$ cat config.mk
export PLATFORM = sky130hd
export DESIGN_NAME = arctic_sequencer_flat
export DESIGN_NICKNAME = d
export VERILOG_FILES = /design/src/rtl/arctic_pkg.sv /design/src/rtl/arctic_if.sv /design/src/rtl/arctic_lfsr.sv /design/src/rtl/arctic_sequencer.sv /design/src/flat_wrapper.sv
export SDC_FILE = /design/constraint.sdc
export NUM_CORES = 1
export LEC_CHECK = 0
export CAP_MARGIN = 20
export CORE_ASPECT_RATIO = 1.4
export CORE_MARGIN = 1.5
export CORE_UTILIZATION = 47
export DETAILED_ROUTE_END_ITERATION = 7
export HOLD_SLACK_MARGIN = 0.06
export PLACE_DENSITY_LB_ADDON = 0.08
export SLEW_MARGIN = 0
export SYNTH_ARGS = -nofsm -noshare
export SYNTH_HDL_FRONTEND = slang
export SYNTH_HIERARCHICAL = 1
export SYNTH_SLANG_ARGS = --single-unit
$ cat constraint.sdc
create_clock -name clk -period 2.8 [get_ports clk]
set_input_delay 0.56 -clock clk [delete_from_list [all_inputs] [get_ports clk]]
set_output_delay 0.56 -clock clk [all_outputs]
set_load 0.02 [all_outputs]
$ cat src/rtl/arctic_pkg.sv
// Shared types and defaults for the Arctic Circle sequencer and node grid.
package arctic_pkg;

  localparam int unsigned DEF_RND_W  = 16;
  localparam int unsigned DEF_LFSR_W = 16;
  localparam int unsigned DEF_SETTLE = 4;
  localparam int unsigned DEF_ORD_W  = 4;

  // Default Galois feedback mask (x^16 + x^14 + x^13 + x^11 + 1).
  localparam logic [15:0] DEF_TAPS = 16'hB400;

  // Sequencer FSM states.
  typedef enum logic [2:0] {
    ST_IDLE   = 3'd0,
    ST_CLEAR  = 3'd1,
    ST_SETTLE = 3'd2,
    ST_LATCH  = 3'd3,
    ST_FIN    = 3'd4
  } seq_state_e;

  // Node direction bit positions shared by node_arctic and the grid.
  typedef enum logic [1:0] {
    DIR_N = 2'd0,
    DIR_E = 2'd1,
    DIR_S = 2'd2,
    DIR_W = 2'd3
  } dir_e;

endpackage

$ cat src/rtl/arctic_if.sv
// Control/status bundle between the I/O wrapper (master) and the sequencer (slave).
interface arctic_if
  import arctic_pkg::*;
#(
  parameter int unsigned RND_W  = DEF_RND_W,
  parameter int unsigned LFSR_W = DEF_LFSR_W,
  parameter int unsigned ORD_W  = DEF_ORD_W
);

  logic              start;
  logic              abort;
  logic              hold;
  logic [ORD_W-1:0]  order;
  logic              seed_ld;
  logic [LFSR_W-1:0] seed;
  logic [RND_W-1:0]  rnd_bus;
  logic              grid_clr;
  logic              grid_we;
  logic              busy;
  logic              done;
  logic [ORD_W-1:0]  iter;

  modport master (
    output start, abort, hold, order, seed_ld, seed,
    input  rnd_bus, grid_clr, grid_we, busy, done, iter
  );

  modport slave (
    input  start, abort, hold, order, seed_ld, seed,
    output rnd_bus, grid_clr, grid_we, busy, done, iter
  );

endinterface

$ cat src/rtl/arctic_lfsr.sv
// Galois LFSR with synchronous load, step enable and a zero-lock guard on load.
module arctic_lfsr #(
  parameter int unsigned       LFSR_W = 16,
  parameter logic [LFSR_W-1:0] TAPS   = 16'hB400
)(
  input  logic              clk,
  input  logic              rst_n,
  input  logic              load,
  input  logic              step,
  input  logic [LFSR_W-1:0] seed,
  output logic [LFSR_W-1:0] q
);

  logic [LFSR_W-1:0] lfsr_q;
  logic [LFSR_W-1:0] lfsr_d;

  // Load wins over step; an all-zero seed would lock the register, so it becomes 1.
  always_comb begin
    lfsr_d = lfsr_q;
    if (load) begin
      lfsr_d = (seed == '0) ? LFSR_W'(1) : seed;
    end else if (step) begin
      lfsr_d = (lfsr_q >> 1) ^ (lfsr_q[0] ? TAPS : '0);
    end
  end

  // LFSR register.
  always_ff @(posedge clk or negedge rst_n) begin
    if (!rst_n) begin
      lfsr_q <= LFSR_W'(1);
    end else begin
      lfsr_q <= lfsr_d;
    end
  end

  assign q = lfsr_q;

endmodule

$ cat src/rtl/arctic_sequencer.sv
// Steps the node_arctic grid through an Arctic Circle run: clear, then per
// iteration settle with stable random bits, latch, and advance the LFSR.
module arctic_sequencer
  import arctic_pkg::*;
#(
  parameter int unsigned       RND_W  = DEF_RND_W,
  parameter int unsigned       LFSR_W = DEF_LFSR_W,
  parameter logic [LFSR_W-1:0] TAPS   = LFSR_W'(DEF_TAPS),
  parameter int unsigned       SETTLE = DEF_SETTLE,
  parameter int unsigned       ORD_W  = DEF_ORD_W
)(
  input logic     clk,
  input logic     rst_n,
  arctic_if.slave bus
);

  // Counter only ever holds SETTLE-1 down to 0.
  localparam int unsigned      CNT_W      = (SETTLE > 1) ? $clog2(SETTLE) : 1;
  localparam logic [CNT_W-1:0] CNT_RELOAD = CNT_W'(SETTLE - 1);

  seq_state_e        state_q, state_d;
  logic [CNT_W-1:0]  cnt_q, cnt_d;
  logic [ORD_W-1:0]  iter_q, iter_d;
  logic [ORD_W-1:0]  order_q, order_d;
  logic [ORD_W-1:0]  iter_inc;
  logic              grid_clr_q, grid_clr_d;
  logic              grid_we_q, grid_we_d;
  logic              busy_q, busy_d;
  logic              done_q, done_d;
  logic              lfsr_ld_c;
  logic              lfsr_step_c;
  logic [LFSR_W-1:0] lfsr_q;

  assign iter_inc = iter_q + ORD_W'(1);

  arctic_lfsr #(
    .LFSR_W (LFSR_W),
    .TAPS   (TAPS)
  ) u_lfsr (
    .clk   (clk),
    .rst_n (rst_n),
    .load  (lfsr_ld_c),
    .step  (lfsr_step_c),
    .seed  (bus.seed),
    .q     (lfsr_q)
  );

  // Next-state, counters and registered-output decode; abort overrides everything.
  always_comb begin
    state_d     = state_q;
    cnt_d       = cnt_q;
    iter_d      = iter_q;
    order_d     = order_q;
    lfsr_ld_c   = 1'b0;
    lfsr_step_c = 1'b0;
    grid_clr_d  = 1'b0;
    grid_we_d   = 1'b0;
    busy_d      = 1'b0;
    done_d      = 1'b0;

    unique case (state_q)
      ST_IDLE: begin
        lfsr_ld_c = bus.seed_ld;
        if (bus.start) begin
          order_d = bus.order;
          iter_d  = '0;
          state_d = ST_CLEAR;
        end
      end
      ST_CLEAR: begin
        if (order_q == '0) begin
          state_d = ST_FIN;
        end else begin
          state_d = ST_SETTLE;
          cnt_d   = CNT_RELOAD;
        end
      end
      ST_SETTLE: begin
        if (!bus.hold) begin
          if (cnt_q == '0) begin
            state_d = ST_LATCH;
          end else begin
            cnt_d = cnt_q - CNT_W'(1);
          end
        end
      end
      ST_LATCH: begin
        lfsr_step_c = 1'b1;
        iter_d      = iter_inc;
        if (iter_inc == order_q) begin
          state_d = ST_FIN;
        end else begin
          state_d = ST_SETTLE;
          cnt_d   = CNT_RELOAD;
        end
      end
      ST_FIN: begin
        state_d = ST_IDLE;
      end
      default: begin
        state_d = ST_IDLE;
      end
    endcase

    if ((state_q != ST_IDLE) && bus.abort) begin
      state_d     = ST_IDLE;
      cnt_d       = cnt_q;
      iter_d      = iter_q;
      lfsr_step_c = 1'b0;
    end

    grid_clr_d = (state_d == ST_CLEAR);
    grid_we_d  = (state_d == ST_LATCH);
    done_d     = (state_d == ST_FIN);
    busy_d     = (state_d != ST_IDLE);
  end

  // State, counters and output registers.
  always_ff @(posedge clk or negedge rst_n) begin
    if (!rst_n) begin
      state_q    <= ST_IDLE;
      cnt_q      <= '0;
      iter_q     <= '0;
      order_q    <= '0;
      grid_clr_q <= 1'b0;
      grid_we_q  <= 1'b0;
      busy_q     <= 1'b0;
      done_q     <= 1'b0;
    end else begin
      state_q    <= state_d;
      cnt_q      <= cnt_d;
      iter_q     <= iter_d;
      order_q    <= order_d;
      grid_clr_q <= grid_clr_d;
      grid_we_q  <= grid_we_d;
      busy_q     <= busy_d;
      done_q     <= done_d;
    end
  end

  assign bus.rnd_bus  = lfsr_q[RND_W-1:0];
  assign bus.grid_clr = grid_clr_q;
  assign bus.grid_we  = grid_we_q;
  assign bus.busy     = busy_q;
  assign bus.done     = done_q;
  assign bus.iter     = iter_q;

endmodule
$ cat src/flat_wrapper.sv
// flat-port wrapper written by rule: the top's interface ports become plain ports
module arctic_sequencer_flat import arctic_pkg::*;
#(
  parameter int unsigned       RND_W  = DEF_RND_W,
  parameter int unsigned       LFSR_W = DEF_LFSR_W,
  parameter logic [LFSR_W-1:0] TAPS   = LFSR_W'(DEF_TAPS),
  parameter int unsigned       SETTLE = DEF_SETTLE,
  parameter int unsigned       ORD_W  = DEF_ORD_W
)
  (clk, rst_n, bus_start, bus_abort, bus_hold, bus_order, bus_seed_ld, bus_seed, bus_rnd_bus, bus_grid_clr, bus_grid_we, bus_busy, bus_done, bus_iter);
  arctic_if #(.RND_W(RND_W), .LFSR_W(LFSR_W), .ORD_W(ORD_W)) bus_i ();
  input logic clk;
  input logic rst_n;
  input wire logic [$bits(bus_i.start)-1:0] bus_start;
  input wire logic [$bits(bus_i.abort)-1:0] bus_abort;
  input wire logic [$bits(bus_i.hold)-1:0] bus_hold;
  input wire logic [$bits(bus_i.order)-1:0] bus_order;
  input wire logic [$bits(bus_i.seed_ld)-1:0] bus_seed_ld;
  input wire logic [$bits(bus_i.seed)-1:0] bus_seed;
  output wire logic [$bits(bus_i.rnd_bus)-1:0] bus_rnd_bus;
  output wire logic [$bits(bus_i.grid_clr)-1:0] bus_grid_clr;
  output wire logic [$bits(bus_i.grid_we)-1:0] bus_grid_we;
  output wire logic [$bits(bus_i.busy)-1:0] bus_busy;
  output wire logic [$bits(bus_i.done)-1:0] bus_done;
  output wire logic [$bits(bus_i.iter)-1:0] bus_iter;
  assign bus_i.start = bus_start;
  assign bus_i.abort = bus_abort;
  assign bus_i.hold = bus_hold;
  assign bus_i.order = bus_order;
  assign bus_i.seed_ld = bus_seed_ld;
  assign bus_i.seed = bus_seed;
  assign bus_rnd_bus = bus_i.rnd_bus;
  assign bus_grid_clr = bus_i.grid_clr;
  assign bus_grid_we = bus_i.grid_we;
  assign bus_busy = bus_i.busy;
  assign bus_done = bus_i.done;
  assign bus_iter = bus_i.iter;
  arctic_sequencer #(.RND_W(RND_W), .LFSR_W(LFSR_W), .TAPS(TAPS), .SETTLE(SETTLE), .ORD_W(ORD_W)) u_core (.clk(clk), .rst_n(rst_n), .bus(bus_i));
endmodule
Word level (Yosys, flattened, before mapping) --
Cells that the tools add are included.
Word-level totals: flip-flop bits (word level) 33, bits in latches 0, bits in writable memories 0, ROM bits 0, input port bits 26, output and inout port bits 24, logic and storage cells 59, memories kept 0
Cells by class: $add $sub $neg 2, multipliers 0, div/mod/pow operators 0, order comparisons 0, equal/unequal tests 12, shifts and indexed selects 0, multiplexer cells 21, bitwise logic cells 2, reduce and logical (&&, ||, !) cells 13
Operators with widths (count):
- $mux W16 | 4
- $mux W3 | 6
- $logic_not A16 Y1 | 1
- $xor A15 B16 Y16 | 1
- $pmux W3 S4 | 1
- $ne A2 B2 Y1 const B | 5
- $eq A3 B2 Y1 const B | 3
- $reduce_bool A3 Y1 | 3
- $mux W2 | 4
- $pmux W4 S2 | 1
- $eq A3 B1 Y1 const B | 2
- $pmux W2 S3 | 1
- $reduce_and A6 Y1 | 1
- $add A4 B1 Y4 const B | 1
- $eq A4 B4 Y1 | 1
- $logic_not A4 Y1 | 1
- $mux W4 | 1
- $reduce_bool A2 Y1 | 2
- $eq A3 B3 Y1 const B | 1
- $logic_not A3 Y1 | 1
- $mux W1 | 3
- $reduce_and A3 Y1 | 1
- $logic_not A2 Y1 | 1
- $reduce_and A2 Y1 | 1
- 3 further kinds | 3

Longest topological paths before layout --
Gate-level depths: netlist of the first run.
depth after elaboration 6, mapped depth 7, depth with buffers taken out 6

Hierarchy --
Netlist of the first run, hierarchy kept.
Modules (own cells, without submodules):
- arctic_sequencer | instances 1, cells each 77, area an instance 872.1 sq um, sequential area each 425.4 sq um
- arctic_lfsr | instances 1, cells each 78, area an instance 839.6 sq um, sequential area each 401.6 sq um

Worst setup path before layout of the first run --
OpenSTA, ideal clock, no wires.
kind register to register, start reg u_core.cnt_q[0], end reg u_core.cnt_q[1], library setup time 0.128 ns, arrival 1.809 ns, required time 2.672 ns, setup slack 0.863 ns, cell stages (with the launch flop) 7, path buffers 0, period minus slack after synthesis 1.937 ns, cell sequence dfrtp_1 inv_1 ha_1 or3b_1 a311o_1 a41oi_2 mux2_1
Between the ends: word-level cells in the longest chain between the ends 4, elaborated cells on any way between the ends 7, classes of those cells 1 x add/sub; 1 x eq/ne; 3 x mux; 2 x reduce/logical
RTL lines:
- from (decl) | RTL line arctic_sequencer.sv:22 | logic [CNT_W-1:0] cnt_q, cnt_d;
- from (signal assigned) | RTL line arctic_sequencer.sv:131 | cnt_q <= cnt_d;
- $sub A2 B1 Y2 | RTL line arctic_sequencer.sv:83 | cnt_d = cnt_q - CNT_W'(1);
- $mux W2 | RTL line arctic_sequencer.sv:80 | if (cnt_q == '0) begin
- $mux W2 | RTL line arctic_sequencer.sv:79 | if (!bus.hold) begin
- $pmux W2 S3 | RTL line arctic_sequencer.sv:61 | unique case (state_q)
Parallel ways exist; a longest one is shown, timed or not. The select of a mux whose other input is x is not followed. A chain may end at the register's enable or synchronous reset.

Final worst setup path of the first run --
start in bus_hold, end reg u_core.cnt_q[1]
Between the ends: word-level cells in the longest chain between the ends 2
RTL lines:
- from (decl) | RTL line flat_wrapper.sv:16 | input wire logic [$bits(bus_i.hold)-1:0] bus_hold;
- $ne A2 B2 Y1 (no line)
- $reduce_and A6 Y1 (no line)
Every way passes these cells.

==> results.sh, run 1 <==
export IMPL_diodes=0
export IMPL_worst_r2r_setup_slack_ns=0.71
export IMPL_final_cell_count_no_fill=245
export IMPL_worstReg2RegStart="u_core/cnt_q[0]$_DFFE_PN0P_"
export IMPL_hold_buffers=0
export IMPL_io_pins=50
export IMPL_synth_nets=183
export IMPL_cts_max_level=2
export IMPL_cp_cell_sequence="clkdlybuf4s50_1 -> or3b_1 -> a311o_1 -> a41oi_2 -> mux2_1"
export IMPL_num_vias=1380
export IMPL_place_gp_congestion=0.830
export IMPL_antenna_found_initial=0
export IMPL_fmaxAchievable_mhz=474
export IMPL_critPathMaxStageDelay_ns=0.42
export IMPL_root_buffer="clkbuf_8"
export IMPL_rows=25
export IMPL_nNetsFinal=232
export IMPL_cp_top_family="compound AO/OA/AOI/OAI gates"
export IMPL_critPathLaunch="bus_hold"
export IMPL_fin_setup_tns_ns=0
export IMPL_syn_inst=155
export IMPL_hold_class="reg2reg"
export IMPL_final_util=0.669
export IMPL_cts_sinks=33
export IMPL_power_leakage_nw=0.930
export IMPL_cap_violations=0
export IMPL_syn_area_sq_um=1710
export IMPL_hold_depth=1
export IMPL_vias_per_cell=5.63
export IMPL_setup_slack_ns=0.688
export IMPL_clk_latency_ns=0.28
export IMPL_grt_max_degree=34
export IMPL_ys_async_sr_fraction=1.00
export IMPL_crit_fanout=2
export IMPL_power_per_cell_area_nw_per_um2=746
export IMPL_hold_violations=0
export IMPL_yosysWarningCount=6
export IMPL_crit_type="in2reg"
export IMPL_worstMarginPinSlew_ns=0.419
export IMPL_post_cts_setup_buffers=0
export IMPL_die_x_um=54
export IMPL_cp_data_required_time_ns=2.96
export IMPL_synth_cell_types=43
export IMPL_synth_ff_type="dfrtp_1"
export IMPL_drtPass1Iterations=4
export IMPL_area_growth_pct=34.4
export IMPL_die_area_sq_um=4020
export IMPL_end_kind="flip-flop"
export IMPL_drt_iter0_drc=20
export IMPL_pre_cts_ws_ns=0.389
export IMPL_period_share=0.754
export IMPL_setup_viol=0
export IMPL_dp_hpwl_um=2950
export IMPL_slew_viol_final=0
export IMPL_seq_area_frac_synth=0.483
export IMPL_arrival_ns=2.27
export IMPL_initial_core_util=0.497
export IMPL_min_period_ns=2.11
export IMPL_ys_ff_latch=33
export IMPL_drcViolationCount=0
export IMPL_cp_endpoint="u_core/cnt_q[1]$_DFFE_PN0P_"
export IMPL_cts_buffers_inserted=5
export IMPL_rsz0062_at_grt="false"
export IMPL_grt_total_usage=0.220
export IMPL_grt_ovfl_total=0
export IMPL_syn_area_per_cell_sq_um=11.0
export IMPL_cts_resized_gates=0
export IMPL_reg2reg_to="u_core/cnt_q[1]$_DFFE_PN0P_"
export IMPL_rr_worst_depth=6
export IMPL_start_kind="primary input"
export IMPL_clk_pin_slew_ns=0.06
export IMPL_antenna_left=0
export IMPL_path_depth=5
export IMPL_core_sq_um=3440
export IMPL_grt_pass1_vias=1394
export IMPL_finClkSkew_ns=0.00590
export IMPL_drive_above_1_share=0.107
export IMPL_wl_per_cell_um=16.6
export IMPL_portBuffers=49
export IMPL_status="finished clean"
export IMPL_crit_buf_inv=1
export IMPL_die_y_um=74.4
export IMPL_cts_tree="built"
export IMPL_postRouteWirelength_um=4070
export IMPL_worst_path_max_delay_cell="clkdlybuf4s50_1"
export IMPL_grt_pass1_wl_um=6300
export IMPL_vdd_ir_drop_max_mv=0.507
export IMPL_clockBufferDepth=2
export IMPL_dp_cells=237
export IMPL_synth_edff_count=0
export IMPL_max_slew_margin_rel=0.717
flip-flops by register name, indices dropped and copies added (netlist names):
name / cells
u_core/cnt_q: 2
u_core/bus.iter: 4
u_core/bus.grid_clr: 1
u_core/u_lfsr/q: 16
u_core/state_q: 3
u_core/bus.busy: 1
u_core/bus.grid_we: 1
u_core/bus.done: 1
u_core/order_q: 4
cells in the final DEF, fill, tap and decap left out, types with 3 or more instances in the layout:
cell and n:
o21ai_1 11, mux2_2 5, inv_1 4, o21ai_0 6
nand2_1 17, clkbuf_1 3, nor4_2 4, nand3_1 3
mux2i_1 15, dfrtp_1 32, nor2_1 3, clkbuf_8 5
clkdlybuf4s50_1 49, buf_4 3, xor2_1 6
metal layers:
metal | track usage | share of wire | vias to the layer above
li1 | - | - | 655
met1 | 0.236 | 0.39 | 660
met2 | 0.393 | 0.53 | 53
met3 | 0.0602 | 0.058 | 12
met4 | 0.0972 | 0.026 | 0
met5 | 0 | 0 | -
metrics by stage:
step / hold WS (ns) / area (sq um) / power (mW)
floorplan: 0.264 / 1710 / 1.08
global placement: 0.469 / 2220 / 1.36
detailed placement: 0.533 / 2220 / 1.39
CTS: 0.545 / 2300 / 1.73
global route: 0.555 / 2300 / 1.82
finish: 0.540 / 2300 / 1.72
report_power, final:
group | internal, mW | total (mW) | leakage [nW] | switching (mW)
Clock | 0.176 | 0.337 | 0.0395 | 0.161
Sequential | 0.601 | 0.733 | 0.408 | 0.132
Combinational | 0.332 | 0.645 | 0.482 | 0.313
Total | 1.11 | 1.72 | 0.930 | 0.606
cells by family (layout without fill, tap and decap cells):
group / count (synthesis) / after routing / share of synthesized area
simple gates: 45 / 45 / 0.154
flops: 33 / 33 / 0.483
compound gates: 31 / 31 / 0.121
mux: 21 / 21 / 0.127
buf+inv: 14 / 64 / 0.0468
xor+xnor: 9 / 9 / 0.0541
fa+ha+maj: 2 / 2 / 0.0146
worst min-delay path by stage:
stage                           startpoint                           to  slack [ns]
2_1_floorplan                        rst_n    u_core/bus.busy$_DFF_PN0_        0.26
3_3_place_gp   u_core/cnt_q[1]$_DFFE_PN0P_  u_core/cnt_q[1]$_DFFE_PN0P_        0.47
3_5_place_dp   u_core/cnt_q[0]$_DFFE_PN0P_  u_core/cnt_q[0]$_DFFE_PN0P_        0.53
4_1_cts        u_core/cnt_q[0]$_DFFE_PN0P_  u_core/cnt_q[0]$_DFFE_PN0P_        0.55
5_1_grt        u_core/cnt_q[0]$_DFFE_PN0P_  u_core/cnt_q[0]$_DFFE_PN0P_        0.55
6_report       u_core/cnt_q[1]$_DFFE_PN0P_  u_core/cnt_q[1]$_DFFE_PN0P_        0.54
synth_stat cells, types with 2 or more instances:
master     n  area, sq um
xor2_1     6         52.6
nand3_1    3         15.0
inv_1      4         15.0
o21ai_0    6         30.0
and3_1     2         12.5
nor4_2     4         50.1
a31oi_1    2         12.5
nand3b_1   2         15.0
nor4_1     2         12.5
nand2_1   17         63.8
buf_2      3         15.0
mux2i_1   15          150
o21ai_1   11         55.1
a211oi_1   2         15.0
ha_1       2         25.0
clkbuf_1   5         18.8
xnor2_1    2         17.5
a22o_1     2         17.5
dfrtp_1   32          801
nor3_1     3         15.0
or3b_1     2         17.5
mux2_2     5         56.3
nor2_1     3         11.3
cell type report:
class                           instances  area [sq um]
Multi-Input combinational cell        108           816
Inverter                                4          15.0
Sequential cell                        33           827
Clock buffer                            8          80.1
Tap cell                               40          50.0
Fill cell                             275          1140
Timing Repair Buffer                   52           513
(Power assumes the default switching activity.)
==> run 2, diff against run 1 <==
==> constraint.sdc (replaced) <==
create_clock -name clk -period 2.05 [get_ports clk]
set_input_delay 0.41 -clock clk [delete_from_list [all_inputs] [get_ports clk]]
set_output_delay 0.41 -clock clk [all_outputs]
set_load 0.02 [all_outputs]
==> run 2 against run 1 <==
  * Wire length up 0.96%
  * Via count grew 2.5%
  * Critical path depth did not move
  * Combinational power is 45% higher
  * Critical path type unchanged
  * Critical endpoint unchanged
  * Largest cell class is now multi-input gates
  * Largest power group unchanged
==> results.sh, run 2 (synthesis results as in run 1) <==
export IMPL_crit_fanout=2
export IMPL_clk_latency_ns=0.28
export IMPL_die_x_um=54
export IMPL_status="finished clean"
export IMPL_critPathMaxStageDelay_ns=0.43
export IMPL_seqPwrFrac=0.403
export IMPL_pre_cts_ws_ns=-0.250
export IMPL_cts_tree="built"
export IMPL_nNetsFinal=237
export IMPL_vdd_ir_drop_max_mv=0.759
export IMPL_vias_per_cell=5.66
export IMPL_cts_buffers_inserted=5
export IMPL_drt_iter0_drc=26
export IMPL_initial_core_util=0.497
export IMPL_clockBufferDepth=2
export IMPL_grt_pass1_wl_um=6490
export IMPL_pwr_share_comb=0.380
export IMPL_grt_ovfl_total=0
export IMPL_max_slew_margin_rel=0.698
export IMPL_internal_power_mw=1.61
export IMPL_n_fill_cell=278
export IMPL_drtPass1Iterations=4
export IMPL_holdCritStartpoint="u_core/cnt_q[1]$_DFFE_PN0P_"
export IMPL_final_cell_mix="clkdlybuf4s50_1, dfrtp_1, nand2_1, mux2i_1, o21ai_1"
export IMPL_cts_sinks=33
export IMPL_hold_depth=1
export IMPL_start_kind="primary input"
export IMPL_power_leakage_nw=0.977
export IMPL_portBuffers=49
export IMPL_cp_data_required_time_ns=2.22
export IMPL_die_y_um=74.4
export IMPL_grt_pass1_vias=1428
export IMPL_hold_buffers=0
export IMPL_period_share=0.975
export IMPL_holdWs_ns=0.527
export IMPL_hold_class="reg2reg"
export IMPL_grt_total_usage=0.222
export IMPL_drcViolationCount=0
export IMPL_whs_endpoint="u_core/cnt_q[1]$_DFFE_PN0P_"
export IMPL_cp_cell_sequence="clkdlybuf4s50_1 -> or3b_1 -> a311o_1 -> a41oi_2 -> mux2_4"
export IMPL_dp_hpwl_um=3010
export IMPL_worstReg2RegStart="u_core/cnt_q[0]$_DFFE_PN0P_"
export IMPL_crit_type="in2reg"
export IMPL_antenna_left=0
export IMPL_place_gp_congestion=0.815
export IMPL_p_switching_mw=0.853
export IMPL_power_per_cell_area_nw_per_um2=1030
export IMPL_cap_violations=0
export IMPL_grt_max_degree=34
export IMPL_switching_share=0.346
export IMPL_finClkSkew_ns=0.00337
export IMPL_worst_r2r_setup_slack_ns=0.06
export IMPL_rr_worst_depth=6
export IMPL_num_vias=1415
export IMPL_arrival_ns=2.16
export IMPL_diodes=0
export IMPL_min_period_ns=2.00
export IMPL_slew_viol_final=0
export IMPL_wl_per_cell_um=16.4
export IMPL_cts_max_level=2
export IMPL_root_buffer="clkbuf_8"
export IMPL_fmaxAchievable_mhz=500
export IMPL_antenna_found_initial=0
export IMPL_clk_pin_slew_ns=0.06
export IMPL_area_growth_pct=40.3
export IMPL_final_common_cell="clkdlybuf4s50_1"
export IMPL_clockPowerShare=0.216
export IMPL_die_area_sq_um=4020
export IMPL_setup_slack_ns=0.0515
export IMPL_drive_above_1_share=0.157
export IMPL_postRouteWirelength_um=4110
export IMPL_largest_register_ffs=16
export IMPL_reg2reg_to="u_core/cnt_q[1]$_DFFE_PN0P_"
export IMPL_setup_viol=0
export IMPL_rows=25
export IMPL_worstMarginPinSlew_ns=0.447
export IMPL_hold_violations=0
export IMPL_rsz0062_at_grt="false"
export IMPL_core_sq_um=3440
export IMPL_io_pins=50
export IMPL_worst_path_max_delay_cell="clkdlybuf4s50_1"
export IMPL_end_kind="flip-flop"
export IMPL_fin_setup_tns_ns=0
[run 2: changes by cell type in the layout (fill, tap and decap cells not counted), sizes merged]
cell / previous run / this run
clkinv: 0 / 1
clkbuf: 8 / 7
buf: 3 / 8
[run 2: area by class of cell]
type | count | area, sq um | share of cell area
clock inverter | 1 | 5.00 | 0.00208
multi-input combinational | 108 | 832 | 0.347
clock buffer | 7 | 96.3 | 0.0401
inverter | 4 | 15.0 | 0.00625
timing repair buffer | 57 | 576 | 0.240
sequential | 33 | 827 | 0.344
tap | 40 | 50.0 | 0.0208
[run 2: layer usage]
layer / global-route usage / vias to the layer above / share of wire
li1: - / 661 / -
met1: 0.244 / 691 / 0.38
met2: 0.383 / 48 / 0.53
met3: 0.0562 / 15 / 0.057
met4: 0.119 / 0 / 0.038
met5: 0 / - / 0
[run 2: repair_timing]
item	in CTS	in global routing
endpoints found under the hold margin	0	0
endpoints found under the setup margin	1	1
pin swaps	1	3
gates resized for setup	0	4
buffers inserted	2	1
[run 2: stage by stage]
step / std cells / power (mW) / area, sq um / utilization
final: 250 / 2.47 / 2400 / 0.698
after global routing: 250 / 2.60 / 2400 / 0.698
after CTS: 249 / 2.47 / 2380 / 0.691
after detailed placement: 239 / 1.91 / 2260 / 0.657
after global placement: 239 / 1.87 / 2260 / 0.657
after floorplan: 155 / 1.47 / 1710 / -
[run 2: worst max-delay path: cells and delay by family]
| family | cells | cell delay [ns] |
|---|---|---|
| AO/OA/AOI/OAI | 2 | 0.60 |
| buffers and inverters | 1 | 0.43 |
| AND/OR/NAND/NOR | 1 | 0.40 |
| multiplexers | 1 | 0.32 |
[run 2: power groups by stage]
stage	clock network (mW)	logic, mW	registers [mW]
after global routing	0.575	1.01	1.01
after CTS	0.546	0.929	0.992
after floorplan	0	0.364	1.11
final	0.533	0.938	0.994
after detailed placement	0	0.908	1.01
after global placement	0	0.883	0.992
[run 2: worst max-delay path by stage]
| stage | startpoint | slack [ns] | endpoint |
|---|---|---|---|
| after floorplan | u_core/cnt_q[0]$_DFFE_PN0P_ | 0.11 | u_core/cnt_q[1]$_DFFE_PN0P_ |
| after global placement | bus_hold | -0.13 | u_core/cnt_q[1]$_DFFE_PN0P_ |
| after detailed placement | bus_hold | -0.25 | u_core/cnt_q[1]$_DFFE_PN0P_ |
| after CTS | u_core/cnt_q[0]$_DFFE_PN0P_ | 0.07 | u_core/cnt_q[1]$_DFFE_PN0P_ |
| after global routing | u_core/cnt_q[0]$_DFFE_PN0P_ | 0.004 | u_core/cnt_q[1]$_DFFE_PN0P_ |
| final | bus_hold | 0.05 | u_core/cnt_q[1]$_DFFE_PN0P_ |
==> run 3, diff against run 2 <==
--- a/config.mk
+++ b/config.mk
@@ -7,8 +7,9 @@
 export LEC_CHECK = 0
 export CAP_MARGIN = 20
 export CORE_ASPECT_RATIO = 1.4
-export CORE_MARGIN = 1.5
+export CORE_MARGIN = 4
 export CORE_UTILIZATION = 47
+export CTS_CLUSTER_SIZE = 25
 export DETAILED_ROUTE_END_ITERATION = 7
 export HOLD_SLACK_MARGIN = 0.06
 export PLACE_DENSITY_LB_ADDON = 0.08
==> run 3 against run 2 <==
  * Clock-buffer cell count rose by 1
  * Critical endpoint is now u_core/cnt_q[0]$_DFFE_PN0P_
  * Via count grew 0.35%
  * Core utilization is 0.80 points lower
  * Largest cell class is now flip-flops and latches
  * Register-to-register slack lost 0.03 ns
  * Sequential power barely moved
==> results.sh, run 3 (synthesis results as in run 1) <==
export IMPL_status="finished clean"
export IMPL_portBuffers=49
export IMPL_antenna_left=0
export IMPL_drtPass1Iterations=4
export IMPL_end_kind="flip-flop"
export IMPL_power_per_cell_area_nw_per_um2=1020
export IMPL_hold_buffers=0
export IMPL_final_common_cell="clkdlybuf4s50_1"
export IMPL_antenna_found_initial=0
export IMPL_num_vias=1420
export IMPL_crit_type="reg2reg"
export IMPL_grt_total_usage=0.187
export IMPL_root_buffer="clkbuf_8"
export IMPL_seqPwrFrac=0.411
export IMPL_drcViolationCount=0
export IMPL_crit_fanout=5
export IMPL_worstMarginPinSlew_ns=0.407
export IMPL_internal_power_mw=1.58
export IMPL_vias_per_cell=5.68
export IMPL_io_pins=50
export IMPL_power_mw=2.41
export IMPL_hold_class="reg2reg"
export IMPL_hold_violations=0
export IMPL_drive_above_1_share=0.133
export IMPL_rows=25
export IMPL_switching_share=0.346
export IMPL_grt_pass1_vias=1465
export IMPL_vdd_ir_drop_max_mv=0.845
export IMPL_postRouteWirelength_um=4120
export IMPL_p_switching_mw=0.834
export IMPL_cts_tree="built"
export IMPL_setup_viol=0
export IMPL_cap_violations=0
export IMPL_final_cell_mix="clkdlybuf4s50_1, dfrtp_1, nand2_1, mux2i_1, o21ai_1"
export IMPL_largest_register_ffs=16
export IMPL_die_x_um=59
export IMPL_die_area_sq_um=4680
export IMPL_cts_buffers_inserted=5
export IMPL_max_slew_margin_rel=0.725
export IMPL_cp_data_required_time_ns=2.21
export IMPL_grt_ovfl_total=0
export IMPL_min_period_ns=2.02
export IMPL_cts_max_level=2
export IMPL_finClkSkew_ns=0.00396
export IMPL_drt_iter0_drc=49
export IMPL_period_share=0.986
export IMPL_wl_per_cell_um=16.5
export IMPL_clockPowerShare=0.204
export IMPL_die_y_um=79.4
export IMPL_dp_hpwl_um=3030
export IMPL_holdWs_ns=0.513
export IMPL_clk_latency_ns=0.28
export IMPL_start_kind="flip-flop"
export IMPL_core_sq_um=3440
export IMPL_pwr_share_comb=0.385
export IMPL_power_leakage_nw=0.967
export IMPL_diodes=0
export IMPL_place_gp_congestion=0.892
export IMPL_slew_viol_final=0
export IMPL_clk_pin_slew_ns=0.06
export IMPL_cts_sinks=33
export IMPL_arrival_ns=2.19
export IMPL_clockBufferDepth=2
export IMPL_grt_max_degree=34
export IMPL_nNetsFinal=237
export IMPL_grt_pass1_wl_um=6730
export IMPL_fmaxAchievable_mhz=495
export IMPL_area_growth_pct=38.7
export IMPL_initial_core_util=0.497
==> run 3: final timing paths <==
check	slack (ns)	startpoint	to	cells after the start
worst max-delay path	0.03	u_core/bus.iter[0]$_DFFE_PN0P_	u_core/cnt_q[0]$_DFFE_PN0P_	7
worst min-delay path	0.51	u_core/cnt_q[1]$_DFFE_PN0P_	u_core/cnt_q[1]$_DFFE_PN0P_	1
worst max register to register	0.03	u_core/bus.iter[0]$_DFFE_PN0P_	u_core/cnt_q[0]$_DFFE_PN0P_	7
worst min register to register	0.51	u_core/cnt_q[1]$_DFFE_PN0P_	u_core/cnt_q[1]$_DFFE_PN0P_	1
max in group asynchronous	1.17	rst_n	u_core/u_lfsr/q[0]$_DFFE_PN1P_	2
min in group asynchronous	0.53	rst_n	u_core/u_lfsr/q[4]$_DFFE_PN0P_	2
==> run 3: stage by stage <==
stage,instance area (sq um),setup TNS [ns],util,std cells,worst slack (ns)
final,2370,0,0.690,250,0.0293
after global routing,2370,-0.0112,0.690,250,-0.00671
after CTS,2370,0,0.688,249,0.0234
after detailed placement,2260,-0.187,0.657,239,-0.187
after global placement,2260,-0.129,0.657,239,-0.129
after floorplan,1710,0,-,155,0.113
==> run 3: cell type report <==
cell class | instances | area [sq um]
fill | 276 | 1070
sequential | 33 | 827
multi-input combinational | 108 | 816
timing repair buffer | 57 | 576
clock buffer | 8 | 90.1
tap | 40 | 50.0
inverter | 4 | 15.0
==> run 3: critical path: stages (launching register included) <==
cell,delay [ns]
dfrtp_1,0.43
ha_1,0.35
xor2_1,0.15
nor3_1,0.29
a41oi_2,0.21
buf_4,0.17
buf_4,0.12
o22a_1,0.19
==> run 3: power by group through the flow <==
stage / registers [mW] / logic [mW] / clock network [mW]
global route: 1.01 / 0.996 / 0.539
detailed placement: 1.00 / 0.911 / 0
global placement: 0.993 / 0.886 / 0
CTS: 0.992 / 0.931 / 0.508
finish: 0.993 / 0.930 / 0.491
floorplan: 1.11 / 0.364 / 0
==> run 3: per-layer routing <==
metal | part of all wire | GRT usage
met1 | 0.38 | 0.205
met3 | 0.069 | 0.0469
met4 | 0.031 | 0.0930
met2 | 0.52 | 0.325
met5 | 0 | 0
==> run 3: repair_timing <==
item | 4_1_cts | 5_1_grt
gates resized for setup | 0 | 0
setup buffers | 2 | 1
pin swaps | 0 | 1
setup endpoints to repair | 1 | 1
